<file path="config.mk">
export PLATFORM = sky130hd
export DESIGN_NAME = uart_tx
export DESIGN_NICKNAME = d
export VERILOG_FILES = /design/src/rtl/uart_tx.sv
export SDC_FILE = /design/constraint.sdc
export NUM_CORES = 1
export LEC_CHECK = 0
export CAP_MARGIN = 0
export CORE_MARGIN = 3
export CORE_UTILIZATION = 50
export DETAILED_ROUTE_END_ITERATION = 16
export MAX_ROUTING_LAYER = met4
export PLACE_DENSITY_LB_ADDON = 0.15
export REMOVE_ABC_BUFFERS = 1
export SLEW_MARGIN = 20
export SYNTH_ARGS = -nofsm -noshare
export SYNTH_HDL_FRONTEND = slang
export SYNTH_SLANG_ARGS = --single-unit
</file>
<file path="constraint.sdc">
create_clock -name sck -period 1.6 [get_ports sck]
set_input_delay 0.32 -clock sck [delete_from_list [all_inputs] [get_ports sck]]
set_output_delay 0.32 -clock sck [all_outputs]
set_load 0.005 [all_outputs]
</file>
<file path="src/rtl/uart_tx.sv">
// UART transmitter: takes a word over valid/ready and shifts it out on tx as
// start bit, DATA_BITS data bits LSB first, optional parity bit and
// STOP_BITS stop bits. Bit timing comes from an internal divider on sck.
module uart_tx #(
  parameter int CLK_DIV   = 434,
  parameter int DATA_BITS = 8,
  parameter int PARITY    = 0,
  parameter int STOP_BITS = 1
) (
  input  logic                 sck,
  input  logic                 reset,
  input  logic [DATA_BITS-1:0] data,
  input  logic                 valid,
  output logic                 ready,
  output logic                 tx,
  output logic                 busy
);

  localparam int              DIV_W     = (CLK_DIV > 2) ? $clog2(CLK_DIV) : 1;
  localparam logic [DIV_W-1:0] DIV_LAST  = DIV_W'(CLK_DIV - 1);
  localparam logic [2:0]       DBIT_LAST = 3'(DATA_BITS - 1);
  localparam logic [2:0]       SBIT_LAST = 3'(STOP_BITS - 1);

  typedef enum logic [2:0] {
    S_IDLE   = 3'd0,
    S_START  = 3'd1,
    S_DATA   = 3'd2,
    S_PARITY = 3'd3,
    S_STOP   = 3'd4
  } state_t;

  state_t               r_state;
  logic [DIV_W-1:0]     r_div;
  logic [2:0]           r_bit_idx;
  logic [DATA_BITS-1:0] r_shift;
  logic                 r_par;
  logic                 r_tx;
  logic                 r_busy;
  logic                 w_bit_end;

  // Last cycle of the current serial bit.
  assign w_bit_end = (r_div == DIV_LAST);

  // Accepting only in IDLE keeps data changes from touching a frame in flight.
  assign ready = (r_state == S_IDLE) & ~reset;
  assign tx    = r_tx;
  assign busy  = r_busy;

  // Frame sequencer: divider, bit index, shifter and registered line outputs.
  always_ff @(posedge sck) begin
    if (reset) begin
      r_state   <= S_IDLE;
      r_div     <= '0;
      r_bit_idx <= '0;
      r_shift   <= '0;
      r_par     <= 1'b0;
      r_tx      <= 1'b1;
      r_busy    <= 1'b0;
    end else begin
      case (r_state)
        S_IDLE: begin
          r_tx      <= 1'b1;
          r_div     <= '0;
          r_bit_idx <= '0;
          if (valid) begin
            // Parity is fixed at accept so later shifting cannot disturb it.
            r_shift <= data;
            r_par   <= (^data) ^ (PARITY == 2);
            r_tx    <= 1'b0;
            r_busy  <= 1'b1;
            r_state <= S_START;
          end
        end
        S_START: begin
          if (w_bit_end) begin
            r_div     <= '0;
            r_bit_idx <= '0;
            r_tx      <= r_shift[0];
            r_shift   <= r_shift >> 1;
            r_state   <= S_DATA;
          end else begin
            r_div <= r_div + 1'b1;
          end
        end
        S_DATA: begin
          if (w_bit_end) begin
            r_div <= '0;
            if (r_bit_idx == DBIT_LAST) begin
              r_bit_idx <= '0;
              if (PARITY != 0) begin
                r_tx    <= r_par;
                r_state <= S_PARITY;
              end else begin
                r_tx    <= 1'b1;
                r_state <= S_STOP;
              end
            end else begin
              r_bit_idx <= r_bit_idx + 1'b1;
              r_tx      <= r_shift[0];
              r_shift   <= r_shift >> 1;
            end
          end else begin
            r_div <= r_div + 1'b1;
          end
        end
        S_PARITY: begin
          if (w_bit_end) begin
            r_div     <= '0;
            r_bit_idx <= '0;
            r_tx      <= 1'b1;
            r_state   <= S_STOP;
          end else begin
            r_div <= r_div + 1'b1;
          end
        end
        S_STOP: begin
          // Bit index counts stop bits here; divider still restarts per bit.
          if (w_bit_end) begin
            r_div <= '0;
            if (r_bit_idx == SBIT_LAST) begin
              r_bit_idx <= '0;
              r_busy    <= 1'b0;
              r_state   <= S_IDLE;
            end else begin
              r_bit_idx <= r_bit_idx + 1'b1;
            end
          end else begin
            r_div <= r_div + 1'b1;
          end
        end
        default: begin
          r_state   <= S_IDLE;
          r_div     <= '0;
          r_bit_idx <= '0;
          r_tx      <= 1'b1;
          r_busy    <= 1'b0;
        end
      endcase
    end
  end

endmodule

</file>
==> out/results.txt, run 1 <==
Status: complete, no violations
Final setup viols: 0
R2r worst-path depth: 6
Mapped Area: 1384 um^2
Drt initial violations: 34
Synth Flop Type: dfxtp_1
Core Box Area: 2545 um^2
Worst-path clk slew: 0.14 ns
CTS buffer count: 3
Post-synth cell types: 47
Largest net degree at the start of global routing: 18
CTS tree: done
Design Power: 1218 uW
Hpwl dp: 2.041 mm
DR WL met3: 177 um
Mapped Cells: 145
Post-DRT Antenna Nets: 0
Logic pwr share: 0.203
Worst Setup End Kind: register
Vias per Instance: 5.912
Total number of vias: 1,206
Synth-to-Final Area Change: 28.30%
Switching Power: 334.1 uW
HP Start: busy$_SDFFE_PP0P_
Endpoints failing hold: 0
FF+latch count, synth: 25
Slew @ Worst Pin: 0.3465 ns
Vias in the first global route: 1,136
Max transition margin: 0.7679
CP required: 1.84 ns
HP Class: register to register
Critical R2R Capture: r_shift[0]$_SDFFE_PP0P_
Final nets: 191
Die width: 58.61 um
Internal power: 883.5 uW
Critical path startpoint category: register
Reg power frac: 0.554
Asr flop ratio synth: 0
Die Span Y: 58.61 um
Synth Area per Inst: 9.544 um^2
FP Rows: 18
CP Class: register to register
Root Buffer: clkbuf_4
Sink Count: 25
VDD IR-drop max: 0.7370 mV
Clock network fraction of total power: 0.243
Initial antenna violation count: 0
Commonest non-fill, non-tap cell in the layout: dfxtp_1
CTS max path bufs: 2
Clk_lat worst skew: 0.32 ns
CP Data Arrival Time: 1.82 ns
Wire length on met1: 1.374 mm
Worst R2R Start: r_bit_idx[0]$_SDFFE_PP0P_
Detailed Route WL: 3.138 mm
CP max FO: 6
Total grt overflow: 0
CTS HTree Levels: 1
Switching Share: 0.2744
Die area: 3435 um^2
Maxcap violations: 0
DR top layer: met4
Setup TNS: 0 ns
RSZ-0062 raised after global routing: yes
CTS Hold Bufs: 0
Leakage power: 0.0006512 uW
Hold depth: 2
Fmax: 631.7 MHz
Layout cells sized above 1: 0.2874
Clock skew: 0.003433 ns
Final Wtd Congestion: 0.8829
Boundary pin count: 14
Commonest cells after routing, fill and taps aside: dfxtp_1 (20), buf_4 (18), nor2_1 (13)
Starting Density: 0.5438
DR pass1 iterations: 4
Crit share post-route: 0.9894
GR Util All Layers: 0.1761
Fillers: 194
Worst hold endpoint: busy$_SDFFE_PP0P_
YS warnings: 0
Wirelength per Cell: 15.38 um
WL met2: 1.540 mm
Sequential share of the synthesized area: 0.3617
Minimum clock period: 1.583 ns
DRC violations left: 0
Pwr dens: 685.8 nW/um^2
# diodes: 0
EDFF count, synth: 0
Setup slack, reg-to-reg: 0.02 ns
First-pass GRT wire length: 4.685 mm
Final slew viol count: 0
Port Buffers: 13
==> synth_stat cells (2+ instances only) <==
cell type,n,area [um^2]
nor3_1,2,10.01
and4_1,2,17.52
dfxtp_1,25,500.5
nand2b_1,4,25.02
nor2_1,14,52.55
o21ai_0,3,15.01
mux2i_1,9,90.09
buf_2,2,10.01
clkbuf_1,2,7.510
a21oi_1,12,60.06
nor4_1,2,12.51
nand4_1,2,12.51
inv_1,7,26.28
xor2_1,3,26.28
a311oi_1,7,61.31
buf_6,4,45.04
a211oi_1,2,15.01
nand2_1,4,15.01
xnor2_1,4,35.03
nand3_1,4,20.02
ha_1,5,62.56
==> repair_timing <==
action,CTS,global route
gates cloned,0,2
pin swaps,0,9
gates resized for setup,7,20
setup endpoints to repair,11,14
buffers inserted,2,1
==> worst max-delay path by stage <==
stage / startpoint / cells past startpoint / endpoint / slack (ns)
6_report: r_bit_idx[0]$_SDFFE_PP0P_ / 6 / r_shift[0]$_SDFFE_PP0P_ / 0.02
5_1_grt: r_bit_idx[0]$_SDFFE_PP0P_ / 7 / r_state[1]$_SDFFE_PP0P_ / -0.06
4_1_cts: r_div[1]$_SDFF_PP0_ / 6 / r_state[2]$_SDFFE_PP0P_ / -0.004
3_5_place_dp: reset / 3 / ready / -0.29
3_3_place_gp: reset / 3 / ready / -0.25
2_1_floorplan: r_state[2]$_SDFFE_PP0P_ / 4 / r_bit_idx[0]$_SDFFE_PP0P_ / -0.08
==> cells by family (layout without fill, tap and decap cells) <==
kind of cell               Yosys count  in the layout  synth area share
DFF                                 25             25            0.3617
xor gates and xnor gates             8              8           0.05606
and+or+nand+nor                     45             45            0.1971
adders and majority gates            5              5           0.04521
muxes                                9              9           0.06510
AOI/OAI and AO/OA                   37             38            0.2053
buffers and inverters               16             44           0.06963
==> flip-flops by register name, indices dropped and copies added, names as in the netlist <==
signal,flops
r_state,3
r_bit_idx,3
tx,1
busy,1
r_div,9
r_shift,8
==> worst max-delay path, stage by stage, from the launching register on <==
cell and delay (ns):
dfxtp_2 0.35, ha_2 0.19, ha_4 0.18, o32ai_4 0.30, buf_12 0.16, a21oi_1 0.06, a311oi_1 0.26
==> cell type report <==
| cell class | instances | area, um^2 | share of cell area |
|---|---|---|---|
| flip-flops and latches | 25 | 509.2 | 0.2868 |
| repair buffers | 33 | 305.3 | 0.1720 |
| inverters | 7 | 26.28 | 0.01480 |
| multi-input cells | 105 | 867.1 | 0.4884 |
| clock inverters | 1 | 7.507 | 0.004228 |
| clock buffers | 3 | 22.52 | 0.01269 |
| well taps | 30 | 37.54 | 0.02114 |
==> per-stage QoR <==
step                      instances  worst slack (ns)    util  area, um^2  hold WS (ns)
after global routing            204          -0.06075  0.6976        1775        0.5428
after floorplan                 136          -0.07668       -        1314        0.3891
after global placement          195           -0.2505  0.6342        1614        0.4685
final                           204           0.01697  0.6976        1775        0.4885
after CTS                       201         -0.004401  0.6588        1677        0.4925
after detailed placement        195           -0.2857  0.6342        1614        0.4736
==> power groups by stage <==
stage	logic, uW	clock network [uW]	registers (uW)
2_1_floorplan	113	0	688
3_3_place_gp	204	0	685
3_5_place_dp	210	0	687
4_1_cts	219	308	674
5_1_grt	269	328	677
6_report	247	296	675
==> layer usage <==
layer | track usage | vias to the layer above
met5 | - | -
met4 | 0.04207 | 0
met3 | 0.04605 | 4
met2 | 0.2887 | 32
met1 | 0.2171 | 579
li1 | - | 591
(Power assumes the default switching activity.)
==> inputs of run 2 (changes only) <==
Settings changed: CORE_ASPECT_RATIO from default to 1.4.
==> run 2 against run 1 <==
  * Register-to-register slack better by 0.02 ns
  * Wire length up 3.0%
  * Sequential power about the same
  * Clock-buffer cell count unchanged
  * Largest power group unchanged
==> out/results.txt, run 2 (synthesis results as in run 1) <==
Status: complete, no violations
Final Wtd Congestion: 0.7691
Layout cells sized above 1: 0.2890
VDD IR-drop max: 0.5966 mV
Sink Count: 25
Pwr dens: 676.9 nW/um^2
CTS tree: done
DR pass1 iterations: 4
CTS buffer count: 3
Starting Density: 0.5486
Maxcap violations: 0
FP Rows: 21
Max transition margin: 0.7926
HP Start: busy$_SDFFE_PP0P_
Crit share post-route: 0.9796
RSZ-0062 raised after global routing: yes
Wirelength per Cell: 15.61 um
HP Class: register to register
Setup ws final: 0.03267 ns
Final slew viol count: 0
Fin cells: 207
Leakage power: 0.0006525 uW
Synth-to-Final Area Change: 29.93%
Minimum clock period: 1.567 ns
Setup TNS: 0 ns
Critical R2R Capture: r_shift[5]$_SDFFE_PP0P_
CP Class: register to register
Boundary pin count: 14
Total placed cells including tap cells: 197
Hpwl dp: 1.978 mm
Setup WS pre-CTS: -0.2025 ns
Slew @ Worst Pin: 0.3083 ns
Port Buffers: 13
Fmax: 638.0 MHz
Post-DRT Antenna Nets: 0
GR Util All Layers: 0.1963
Commonest non-fill, non-tap cell in the layout: dfxtp_1
Vias in the first global route: 1,165
Fin util: 0.7128
Detailed Route WL: 3.232 mm
Initial antenna violation count: 0
First-pass GRT wire length: 5.043 mm
Core Box Area: 2522 um^2
Root Buffer: clkbuf_4
DRC violations left: 0
Clock skew: 0.005233 ns
Endpoints failing hold: 0
Largest net degree at the start of global routing: 18
Max reg flops: 9
Worst-path clk slew: 0.14 ns
Total number of vias: 1,194
Clk_lat worst skew: 0.32 ns
Critical path startpoint category: register
Die width: 50.46 um
Biggest regs: r_div (9), r_shift (8)
Die area: 3444 um^2
Total grt overflow: 0
CP max FO: 7
Hold depth: 2
Setup slack, reg-to-reg: 0.03 ns
Vias per Instance: 5.768
R2r worst-path depth: 6
Commonest cells after routing, fill and taps aside: dfxtp_1 (21), buf_4 (15), nor2_1 (13)
Top reg by flops: r_div
Final nets: 190
CTS Hold Bufs: 0
# diodes: 0
CTS max path bufs: 2
CP Data Arrival Time: 1.80 ns
Worst R2R Start: r_bit_idx[0]$_SDFFE_PP0P_
Die Span Y: 68.25 um
Worst Setup End Kind: register
Final setup viols: 0
Worst hold endpoint: busy$_SDFFE_PP0P_
Drt initial violations: 36
CP required: 1.83 ns
Design Power: 1217 uW
CTS HTree Levels: 1
==> run 2: changes by cell type in the layout (fill, tap and decap cells not counted), moves of 2 or more <==
cell,previous run,this run
buf_4,18,15
buf_6,0,2
a311oi_2,2,4
a311oi_1,5,3
==> run 2: area by class of cell <==
cell class / instances / area (um^2)
Clock buffer: 3 / 22.52
Clock inverter: 1 / 5.005
Fill cell: 214 / 724.4
Inverter: 7 / 26.28
Multi-Input combinational cell: 106 / 908.4
Sequential cell: 25 / 508.0
Tap cell: 34 / 42.54
Timing Repair Buffer: 31 / 285.3
==> run 2: power breakdown <==
group,total [uW],switching [uW],internal (uW)
clock,292,198,93.7
combinational,252,118,134
sequential,673,20.2,653
total,1220,336,881
==> run 2: per-stage QoR <==
| step | hold WS, ns | cell area, um^2 |
|---|---|---|
| floorplan | 0.3891 | 1314 |
| global placement | 0.4683 | 1604 |
| detailed placement | 0.4858 | 1604 |
| CTS | 0.5061 | 1708 |
| global route | 0.5402 | 1798 |
| finish | 0.5032 | 1798 |
==> run 2: how the worst max path moves through the flow <==
stage	start	to	slack (ns)	cells after the start
finish	r_bit_idx[0]$_SDFFE_PP0P_	r_shift[5]$_SDFFE_PP0P_	0.03	6
CTS	r_bit_idx[0]$_SDFFE_PP0P_	r_shift[0]$_SDFFE_PP0P_	0.00002	6
detailed placement	reset	ready	-0.20	3
floorplan	r_state[2]$_SDFFE_PP0P_	r_bit_idx[0]$_SDFFE_PP0P_	-0.08	4
global placement	reset	ready	-0.19	3
global route	r_bit_idx[0]$_SDFFE_PP0P_	r_shift[2]$_SDFFE_PP0P_	-0.02	6
==> run 2: layer usage <==
| layer | wire [um] | part of all wire | GRT usage |
|---|---|---|---|
| met5 | 0 | 0 | - |
| met4 | 54 | 0.017 | 0.08418 |
| met3 | 124 | 0.038 | 0.02397 |
| met2 | 1797 | 0.56 | 0.3676 |
| met1 | 1256 | 0.39 | 0.2064 |
==> run 2: what timing repair did <==
| action | 4_1_cts | 5_1_grt |
|---|---|---|
| setup endpoints to repair | 11 | 14 |
| setup buffers | 3 | 1 |
| gates cloned | 1 | 2 |
| pin swaps | 3 | 9 |
| resized for setup | 9 | 24 |
| endpoints found under the hold margin | 0 | 0 |
==> run 2: worst max-delay path: stages (launching register included) <==
cell,delay (ns)
dfxtp_2,0.36
ha_4,0.16
ha_4,0.17
o32ai_4,0.33
buf_12,0.16
a21oi_1,0.06
a311oi_1,0.23
==> RTL edit: new RTL, settings of run 1 <==
`PARITY`: 0 -> 1.
--- a/src/rtl/uart_tx.sv
+++ b/src/rtl/uart_tx.sv
@@ -6,3 +6,3 @@
   parameter int DATA_BITS = 8,
-  parameter int PARITY    = 0,
+  parameter int PARITY    = 1,
   parameter int STOP_BITS = 1
Formal check against the unedited RTL: same outputs for any inputs over 10 cycles, from zero or initial values and one cycle with reset high; that may be too few to reach the edited logic, so the function may still have changed.
==> RTL edit against run 1 <==
Non-clock buffer count rose by 17; synthesized area rose by 1.2%; routed wire length is 15% higher; the flow now finishes with violations (setup timing); highest routed layer unchanged; die area rose by 1.0%; worst setup slack got worse by 0.17 ns; total power rose by 8.1%; core utilization grew 6.6 points; largest power group unchanged; final area grew 10%; sequential cell count rose by 1; clock power increased by 18%.
==> RTL edit: results (changes against run 1) <==
final worst slack -0.1491 ns (-0.1661 ns); Commonest cells post-synth dfxtp_1, nor2_1, a21oi_1; Via density 5.711 (-3.4%); P_seq 702 uW (+4.0%); met3 wire length 121 um (-32%); post-synthesis sequential area ratio 37.18% (+1.0 points); Netlist cell types 37 (-21%); Slew headroom 70.87% (-5.9 points); Psw 353.4 uW (+5.8%); Worst Hold End r_shift[7]; worst skew pair latency 0.34 ns (+0.02 ns); Synth Instances 165 (+14%); status finished with violations; arrival time worst endpoint 2.01 ns (+0.19 ns); Final setup viols 17 (+17); vias in the first global route 1433 (+26%); Worst Skew 0.01608 ns (+0.01264 ns); placed cell count 233 (+19%); reg2reg end r_shift[1]; DR WL met2 1839 um (+19%); Register-to-Register Path Depth 7 (+1); H-tree depth 1 (unchanged); Hold Crit Start r_shift[7]; first-pass GRT wire length 6161 um (+32%); failing checks setup timing; M1 WL 1561 um (+14%); Max IR drop VDD 0.6892 mV (-6.5%); min-delay worst type reg2reg; Global Route met1 Usage 27.40% (+5.7 points); pin count of the biggest net entering global routing 19 (+1); Pleak 0.7254 nW (+11%); crit path max-delay cell type or3b_4; comb pwr 265 uW (+7%); total global-route track usage 23.55% (+5.9 points); cts repair resizes 19 (+12); Reg2Reg Setup Slack -0.15 ns (-0.17 ns); fin cells 242 (+19%); Area contributors post-synth dfxtp_1, xnor2_1, a21oi_1; Hold-fix buffers, CTS 0 (unchanged); Gate power share 20.1% (-0.2 points); routing usage on met3 3.509% (-1.1 points); Synth area leader dfxtp_1; layout cells sized above 1 29.72% (+0.98 points); Max FO, Critical Path 8 (+2); Top FF cell, synth dfxtp_1; CP max stage delay 0.40 ns (+0.05 ns); dpl hpwl 2496 um (+22%); Iteration-0 DRC Markers 68 (+100%); GRT met2 Usage 39.43% (+11 points); worst hold slack 0.4813 ns (-0.007278 ns); Clock transition at path regs 0.16 ns (+0.02 ns); Post-Route WL 3601 um (+15%); Final Wtd Congestion 0.8609 (-2.5%)
## RTL edit: changes by cell type in the layout (fill, tap and decap cells not counted), sizes merged, moves of 2 or more
cell     before  now
buf          19   37
mux2i         9    0
xnor2         5   14
nand2         4   12
o21ai         3    9
a21oi        12   16
nand3         4    7
nor2         15   18
nand4bb       0    2
o21bai        1    3
## RTL edit: critical path, delay by kind of cell (launching register included)
kind	cells	cell delay (ns)
compound gates	3	0.46
fa+ha+maj	2	0.31
buf+inv	1	0.15
flops	1	0.36
simple gates	1	0.40
## RTL edit: through the flow
stage          TNS, ns  worst slack, ns  cell area [um^2]
2_1_floorplan   -1.763          -0.2131              1370
3_3_place_gp    -1.520          -0.1710              1785
3_5_place_dp    -2.518          -0.2644              1785
4_1_cts         -1.227          -0.1413              1901
5_1_grt         -3.654          -0.2486              1961
6_report        -1.802          -0.1491              1961
## RTL edit: worst max path at each step
stage / from / endpoint / cells past startpoint
5_1_grt: r_state[1] / r_div[3] / 6
4_1_cts: r_bit_idx[1] / r_shift[3] / 7
3_5_place_dp: r_bit_idx[0] / r_shift[6] / 7
3_3_place_gp: reset / ready / 3
6_report: r_bit_idx[0] / r_shift[1] / 7
2_1_floorplan: r_bit_idx[0] / r_shift[0] / 6
## RTL edit: cell families after synthesis
| logic type | synth area share (%) |
|---|---|
| fa+ha+maj | 4.468 |
| flops | 37.18 |
| simple gates | 23.32 |
| xor+xnor | 10.01 |
| buf+inv | 3.753 |
| compound gates | 21.27 |
## RTL edit: layout make-up
type	count	area, um^2
clock buffers	4	36.28
multi-input cells	126	925.9
inverters	6	22.52
fillers	186	606.8
repair buffers	50	414.1
flip-flops and latches	26	524.3
well taps	30	37.54
